`src/rtl/encoder_pkg.sv`:
```
// Shared widths for the queued 8-to-3 encoder.
package encoder_pkg;

  localparam int unsigned N_LINES = 8;
  localparam int unsigned CODE_W  = 3;

endpackage : encoder_pkg

```
`src/rtl/prio_pick8.sv`:
```
// Combinational priority pick over an 8-bit vector: binary index, one-hot mask, any-set.
module prio_pick8
  import encoder_pkg::*;
#(
  parameter bit HIGH_FIRST = 1'b1
) (
  input  logic [N_LINES-1:0] vec,
  output logic [CODE_W-1:0]  sel_code,
  output logic [N_LINES-1:0] sel_mask,
  output logic               any
);

  // Scan so the last set bit visited is the winner: ascending for high-first, descending for low-first.
  always_comb begin
    sel_code = '0;
    any      = |vec;
    if (HIGH_FIRST) begin
      for (int i = 0; i < int'(N_LINES); i++) begin
        if (vec[i]) sel_code = CODE_W'(i);
      end
    end else begin
      for (int i = int'(N_LINES) - 1; i >= 0; i--) begin
        if (vec[i]) sel_code = CODE_W'(i);
      end
    end
    sel_mask = any ? (N_LINES'(1) << sel_code) : '0;
  end

endmodule : prio_pick8

```
`src/rtl/encoder8_3_queued.sv`:
```
// Sticky pending register re-encoded into a priority-ordered index stream over valid/ready.
module encoder8_3_queued
  import encoder_pkg::*;
#(
  parameter bit HIGH_FIRST = 1'b1
) (
  input  logic               clk,
  input  logic               rst_n,
  input  logic [N_LINES-1:0] req,
  output logic [CODE_W-1:0]  code,
  output logic               out_valid,
  input  logic               out_ready,
  output logic [N_LINES-1:0] pending,
  output logic               lost,
  output logic               idle
);

  logic [CODE_W-1:0]  sel_code;
  logic [N_LINES-1:0] sel_mask;
  logic               any;
  logic               slot_free;
  logic               load;
  logic [N_LINES-1:0] clr_mask;

  // Pick only from registered pending so a fresh req never races the output register.
  prio_pick8 #(
    .HIGH_FIRST (HIGH_FIRST)
  ) u_pick (
    .vec      (pending),
    .sel_code (sel_code),
    .sel_mask (sel_mask),
    .any      (any)
  );

  // Output slot can take a new index when empty or being consumed this edge.
  always_comb begin
    slot_free = !out_valid || out_ready;
    load      = slot_free && any;
    clr_mask  = load ? sel_mask : '0;
  end

  assign idle = (pending == '0) && !out_valid;

  // Pending accumulation, merge detection and output handshake register.
  always_ff @(posedge clk or negedge rst_n) begin
    if (!rst_n) begin
      pending   <= '0;
      code      <= '0;
      out_valid <= 1'b0;
      lost      <= 1'b0;
    end else begin
      pending <= (pending & ~clr_mask) | req;
      lost    <= |(req & pending & ~clr_mask);
      if (slot_free) begin
        if (any) begin
          code      <= sel_code;
          out_valid <= 1'b1;
        end else begin
          out_valid <= 1'b0;
        end
      end
    end
  end

endmodule : encoder8_3_queued

```
`config.mk`:
```
export PLATFORM = sky130hd
export DESIGN_NAME = encoder8_3_queued
export DESIGN_NICKNAME = d
export VERILOG_FILES = /design/src/rtl/encoder_pkg.sv /design/src/rtl/prio_pick8.sv /design/src/rtl/encoder8_3_queued.sv
export SDC_FILE = /design/constraint.sdc
export NUM_CORES = 1
export LEC_CHECK = 0
export CAP_MARGIN = 20
export CORE_MARGIN = 2
export CORE_UTILIZATION = 43
export CTS_CLUSTER_DIAMETER = 60
export DETAILED_ROUTE_END_ITERATION = 10
export PLACE_DENSITY = 0.86
export SKIP_CTS_REPAIR_TIMING = 1
export SLEW_MARGIN = 20
export SYNTH_ARGS = -nofsm -noshare
export SYNTH_HDL_FRONTEND = slang
export SYNTH_HIERARCHICAL = 1
export SYNTH_SLANG_ARGS = --single-unit
```
`constraint.sdc`:
```
create_clock -name clk -period 2.39 [get_ports clk]
set_clock_uncertainty 0.15 [all_clocks]
set_input_delay 0.239 -clock clk [delete_from_list [all_inputs] [get_ports clk]]
set_output_delay 0.239 -clock clk [all_outputs]
set_load 0.1 [all_outputs]
```
Word level (Yosys, flattened, before mapping)
Index checks and enable logic that the tools add are counted.

word-level totals
  register bits = 13
  input port bits = 11
  output and inout bits = 14
  logic and storage cells = 28

cells by class
  shifts and indexed selects = 1
  multiplexer cells = 10
  bitwise logic cells = 5
  reduce and logical (&&, ||, !) cells = 8

operators with widths
  operator               number
  $and A8 B8 Y8          3
  $mux W8                2
  $reduce_or A8 Y1       2
  $mux W3                4
  $logic_not A8 Y1       1
  $not A8 Y8             1
  $or A8 B8 Y8           1
  $shl A1 B3 Y8 const A  1
  $mux W2                2
  $logic_and A1 B1 Y1    2
  $mux W1                2
  $reduce_and A2 Y1      1
  $logic_not A1 Y1       1
  $logic_or A1 B1 Y1     1

Longest topological paths before layout
  depth after elaboration = 13
  depth in mapped cells = 8
  depth with buffers taken out = 6

By module
Netlist, hierarchy kept.

by module, submodules not included
  module             times used  cells an instance  area an instance (um^2)  sequential area each (um^2)
  encoder8_3_queued  1           57                 615.6                    325.3
  prio_pick8         1           20                 125.1                    0.0

Least setup slack after synthesis
OpenSTA, ideal clock, no wires.

  kind = register -> output
  start = register pending[7]
  end = output idle
  data arrival time = 4.075 ns
  data required time = 2.001 ns
  slack = -2.074 ns
  cell stages (with the launch flop) = 4
  buffers on the path = 0
  path through = dfrtp_1 nor4_1 nand2_1 nor4_1

between the ends
  word-level cells in the longest chain between the ends = 2

RTL lines
  element                   RTL line                 RTL
  start: declaration        encoder8_3_queued.sv:13  output logic [N_LINES-1:0] pending,
  start signal: assignment  encoder8_3_queued.sv:52  pending <= (pending & ~clr_mask) | req;
  $logic_not A8 Y1          encoder8_3_queued.sv:42  assign idle = (pending == '0) && !out_valid;
  $logic_and A1 B1 Y1       encoder8_3_queued.sv:42
  end: declaration          encoder8_3_queued.sv:15  output logic idle

No other way between the ends.

Worst setup path after layout
  start = register pending[4]
  end = register lost

between the ends
  elaborated cells on any way between the ends = 13
  those cells by class = 1 x shift; 6 x mux; 3 x bitwise; 3 x reduce/logical

RTL lines
  element                                                RTL line                                   RTL
  $reduce_or A8 Y1 (*)                                   prio_pick8.sv:16                           any = |vec;
  via any                                                encoder8_3_queued.sv:20                    logic any;
  $mux W8 / $logic_and A1 B1 Y1 (equally long branches)  prio_pick8.sv:26, encoder8_3_queued.sv:38
  $mux W8 (*)                                            encoder8_3_queued.sv:39                    clr_mask = load ? sel_mask : '0;
  $not A8 Y8 (*)                                         encoder8_3_queued.sv:53                    lost <= |(req & pending & ~clr_mask);
  $and A8 B8 Y8 (*)                                      encoder8_3_queued.sv:53
  $reduce_or A8 Y1 (*)                                   encoder8_3_queued.sv:53
  end signal: assignment                                 encoder8_3_queued.sv:53
  end: declaration                                       encoder8_3_queued.sv:14                    output logic lost,

The timed path passes the listed nets; every way through them passes the cells marked *.
A chain may end at the register's enable or synchronous reset.

==> impl_metrics.py <==
metrics = {
    "outcome": {
        "status": "finished clean",
    },
    "sta": {
        "rsz0062_at_grt": "no",
        "slew_violations": 0,
        "setup_viol": 0,
        "tightest_slew_ns": 0.611,
        "min_period_ns": 2.13,
        "timing.final.crit_share": 0.889,
        "max-slew-margin-rel": 0.592,
        "max_freq_mhz": 471,
        "finalHoldViolCount": 0,
    },
    "power_and_ir_drop": {
        "p_per_area_nw_per_um2": 467,
        "leakage_nw": 0.408,
        "vdd_drop_max_mv": 0.300,
    },
    "critical_path": {
        "reg2reg_to": "lost$_DFF_PN0_",
        "setup.worst_path.class": "reg -> reg",
        "rrSetupSlack_ns": 0.26,
        "worst-endpoint-required_ns": 2.44,
        "ff2ff_path_depth": 7,
        "crit_fanout": 8,
        "r2r_start": "pending[4]$_DFF_PN0_",
        "end_kind": "register",
        "startpoint_type": "register",
        "worst_ep_arrival_time_ns": 2.18,
    },
    "flow_run": {
        "drv_cap": 0,
    },
    "cts": {
        "clock_latency_ns": 0.27,
        "tritoncts": "done",
        "cts_buffer_depth": 2,
        "htreeDepth": 1,
        "cts_sinks": 13,
        "cts_made_buffers": 3,
        "cts_root_buffer": "clkbuf_4",
        "clk_pin_slew_worst_paths_ns": 0.08,
    },
    "synth": {
        "synth_area_leader_cell": "dfrtp_1",
        "synth_top_family_by_area": "simple AND/OR/NAND/NOR gates",
        "synth.most_common_cell": "dfrtp_1",
        "synth-compound-area-share": 0.181,
        "synth_top_area_share": 0.439,
        "syn_inst": 77,
        "yosysWarnings": 6,
        "async_reset_ff_frac": 1.00,
        "yosys-top-cells-count": "dfrtp_1, nand2_1, a21o_1",
        "synth_edf_count": 0,
        "synth_area_sq_um": 741,
        "yosys.area_share.adder": 0,
        "synth_mux_area_frac": 0.0608,
        "synth_xor_xnor_area_share": 0,
        "synth_cell_types": 28,
        "synth.top_cells.by_area": "dfrtp_1, a21o_1, mux2_4, nand2_1, a31oi_1",
        "synth-seq-area-share": 0.439,
        "ys_seq_elements": 13,
        "synthSimpleGateAreaFrac": 0.257,
        "ys.flop_type": "dfrtp_1",
        "syn_avg_cell_area_sq_um": 9.62,
        "syn_nets": 88,
    },
    "placed_design": {
        "gp_congestion": 0.767,
        "dp_cells": 114,
        "dp_hpwl_um": 1330,
        "port_buffers": 24,
        "place_area_sq_um": 986,
    },
    "routing": {
        "viasPerCell": 5.83,
        "dr.pass1.iters": 4,
        "ant_nets": 0,
        "wl_per_cell_um": 14.8,
        "first_iter_violations": 28,
        "drc_errors": 0,
        "routed_wirelength_um": 1750,
        "vias": 688,
    },
    "grt": {
        "gr-total-overflow": 0,
        "grt_pass1_wl_um": 2850,
        "grt_max_degree": 14,
        "first_global_vias": 621,
        "antenna_found_initial": 0,
        "grt_usage": 0.197,
    },
    "finish": {
        "fin_util": 0.649,
        "fillers": 129,
        "final_cells": 118,
        "drive_above_1_share": 0.353,
        "syn_to_final_growth_pct": 36.7,
        "diodes": 0,
        "finalInstanceArea_sq_um": 1010,
        "fin_nets": 114,
    },
    "min_path": {
        "min_path_type": "in -> async",
    },
    "floorplanning": {
        "die_area_sq_um": 2070,
        "num_io_pins": 25,
        "die_h_um": 45.5,
        "num_rows": 14,
        "initial_utilization": 0.475,
        "coreArea_sq_um": 1560,
        "fp.dieW_um": 45.5,
    },
}
-- worst max-delay path: stages, from the launching register on --
cell      delay (ns)
dfrtp_2         0.49
nor4_4          0.34
nand2_1         0.11
or3_1           0.40
buf_4           0.19
a31oi_1         0.18
a311oi_1        0.08
nand4_1         0.13
-- cells in the final DEF, fill, tap and decap left out, types with 2 or more instances in the layout --
cell and n:
buf_4 14, clkdlybuf4s50_1 10, nand2b_1 2, nand3_1 2
inv_1 4, clkbuf_4 3, a31oi_1 5, a21o_1 8
nand2_1 12, dfrtp_4 2, dfrtp_1 4, o31ai_1 2
mux2_4 3, dfrtp_2 7, a21oi_1 2, nor2_1 5
nor4_4 2
-- worst max-delay path by stage --
stage,from,to,cells after the start
finish,pending[4]$_DFF_PN0_,lost$_DFF_PN0_,7
global route,pending[0]$_DFF_PN0_,idle,4
CTS,pending[4]$_DFF_PN0_,lost$_DFF_PN0_,7
detailed placement,pending[4]$_DFF_PN0_,lost$_DFF_PN0_,7
global placement,pending[4]$_DFF_PN0_,lost$_DFF_PN0_,7
floorplan,pending[0]$_DFF_PN0_,idle,3
-- cells by family after synthesis --
logic type / after synthesis
AOI/OAI and AO/OA: 19
buffers and inverters: 8
DFF: 13
muxes: 3
and+or+nand+nor: 34
-- metrics by stage --
step,hold slack [ns],TNS (ns),setup slack [ns],power [mW]
global placement,0.352,0,0.350,0.342
global route,0.239,0,0.159,0.495
finish,0.195,0,0.265,0.473
CTS,0.206,0,0.270,0.480
detailed placement,0.352,0,0.288,0.343
floorplan,-0.207,-0.0784,-0.0784,0.310
-- where the power goes --
part | leakage, nW | internal (mW) | total, mW | switching (mW)
logic | 0.278 | 0.0362 | 0.102 | 0.0662
registers | 0.115 | 0.226 | 0.236 | 0.00979
clock network | 0.0150 | 0.0646 | 0.134 | 0.0697
-- routing by layer --
metal / vias to the layer above / GRT usage / wire length [um]
met5: - / 0 / 0
li1: 333 / - / -
met2: 30 / 0.290 / 817
met1: 317 / 0.269 / 800
met4: 0 / 0.106 / 33
met3: 8 / 0.0397 / 100
-- registers in the layout, summed over array words and instances (netlist names) --
signal     flops
code           3
out_valid      1
lost           1
pending        8
-- cell type report --
cell class / instances / area (sq um) / share of cell area
sequential: 13 / 342 / 0.337
timing repair buffer: 25 / 225 / 0.222
multi-input combinational: 56 / 384 / 0.379
tap: 16 / 20.0 / 0.0198
inverter: 4 / 15.0 / 0.0148
clock buffer: 4 / 26.3 / 0.0260
No activity file was read; power rests on OpenSTA's default activity.
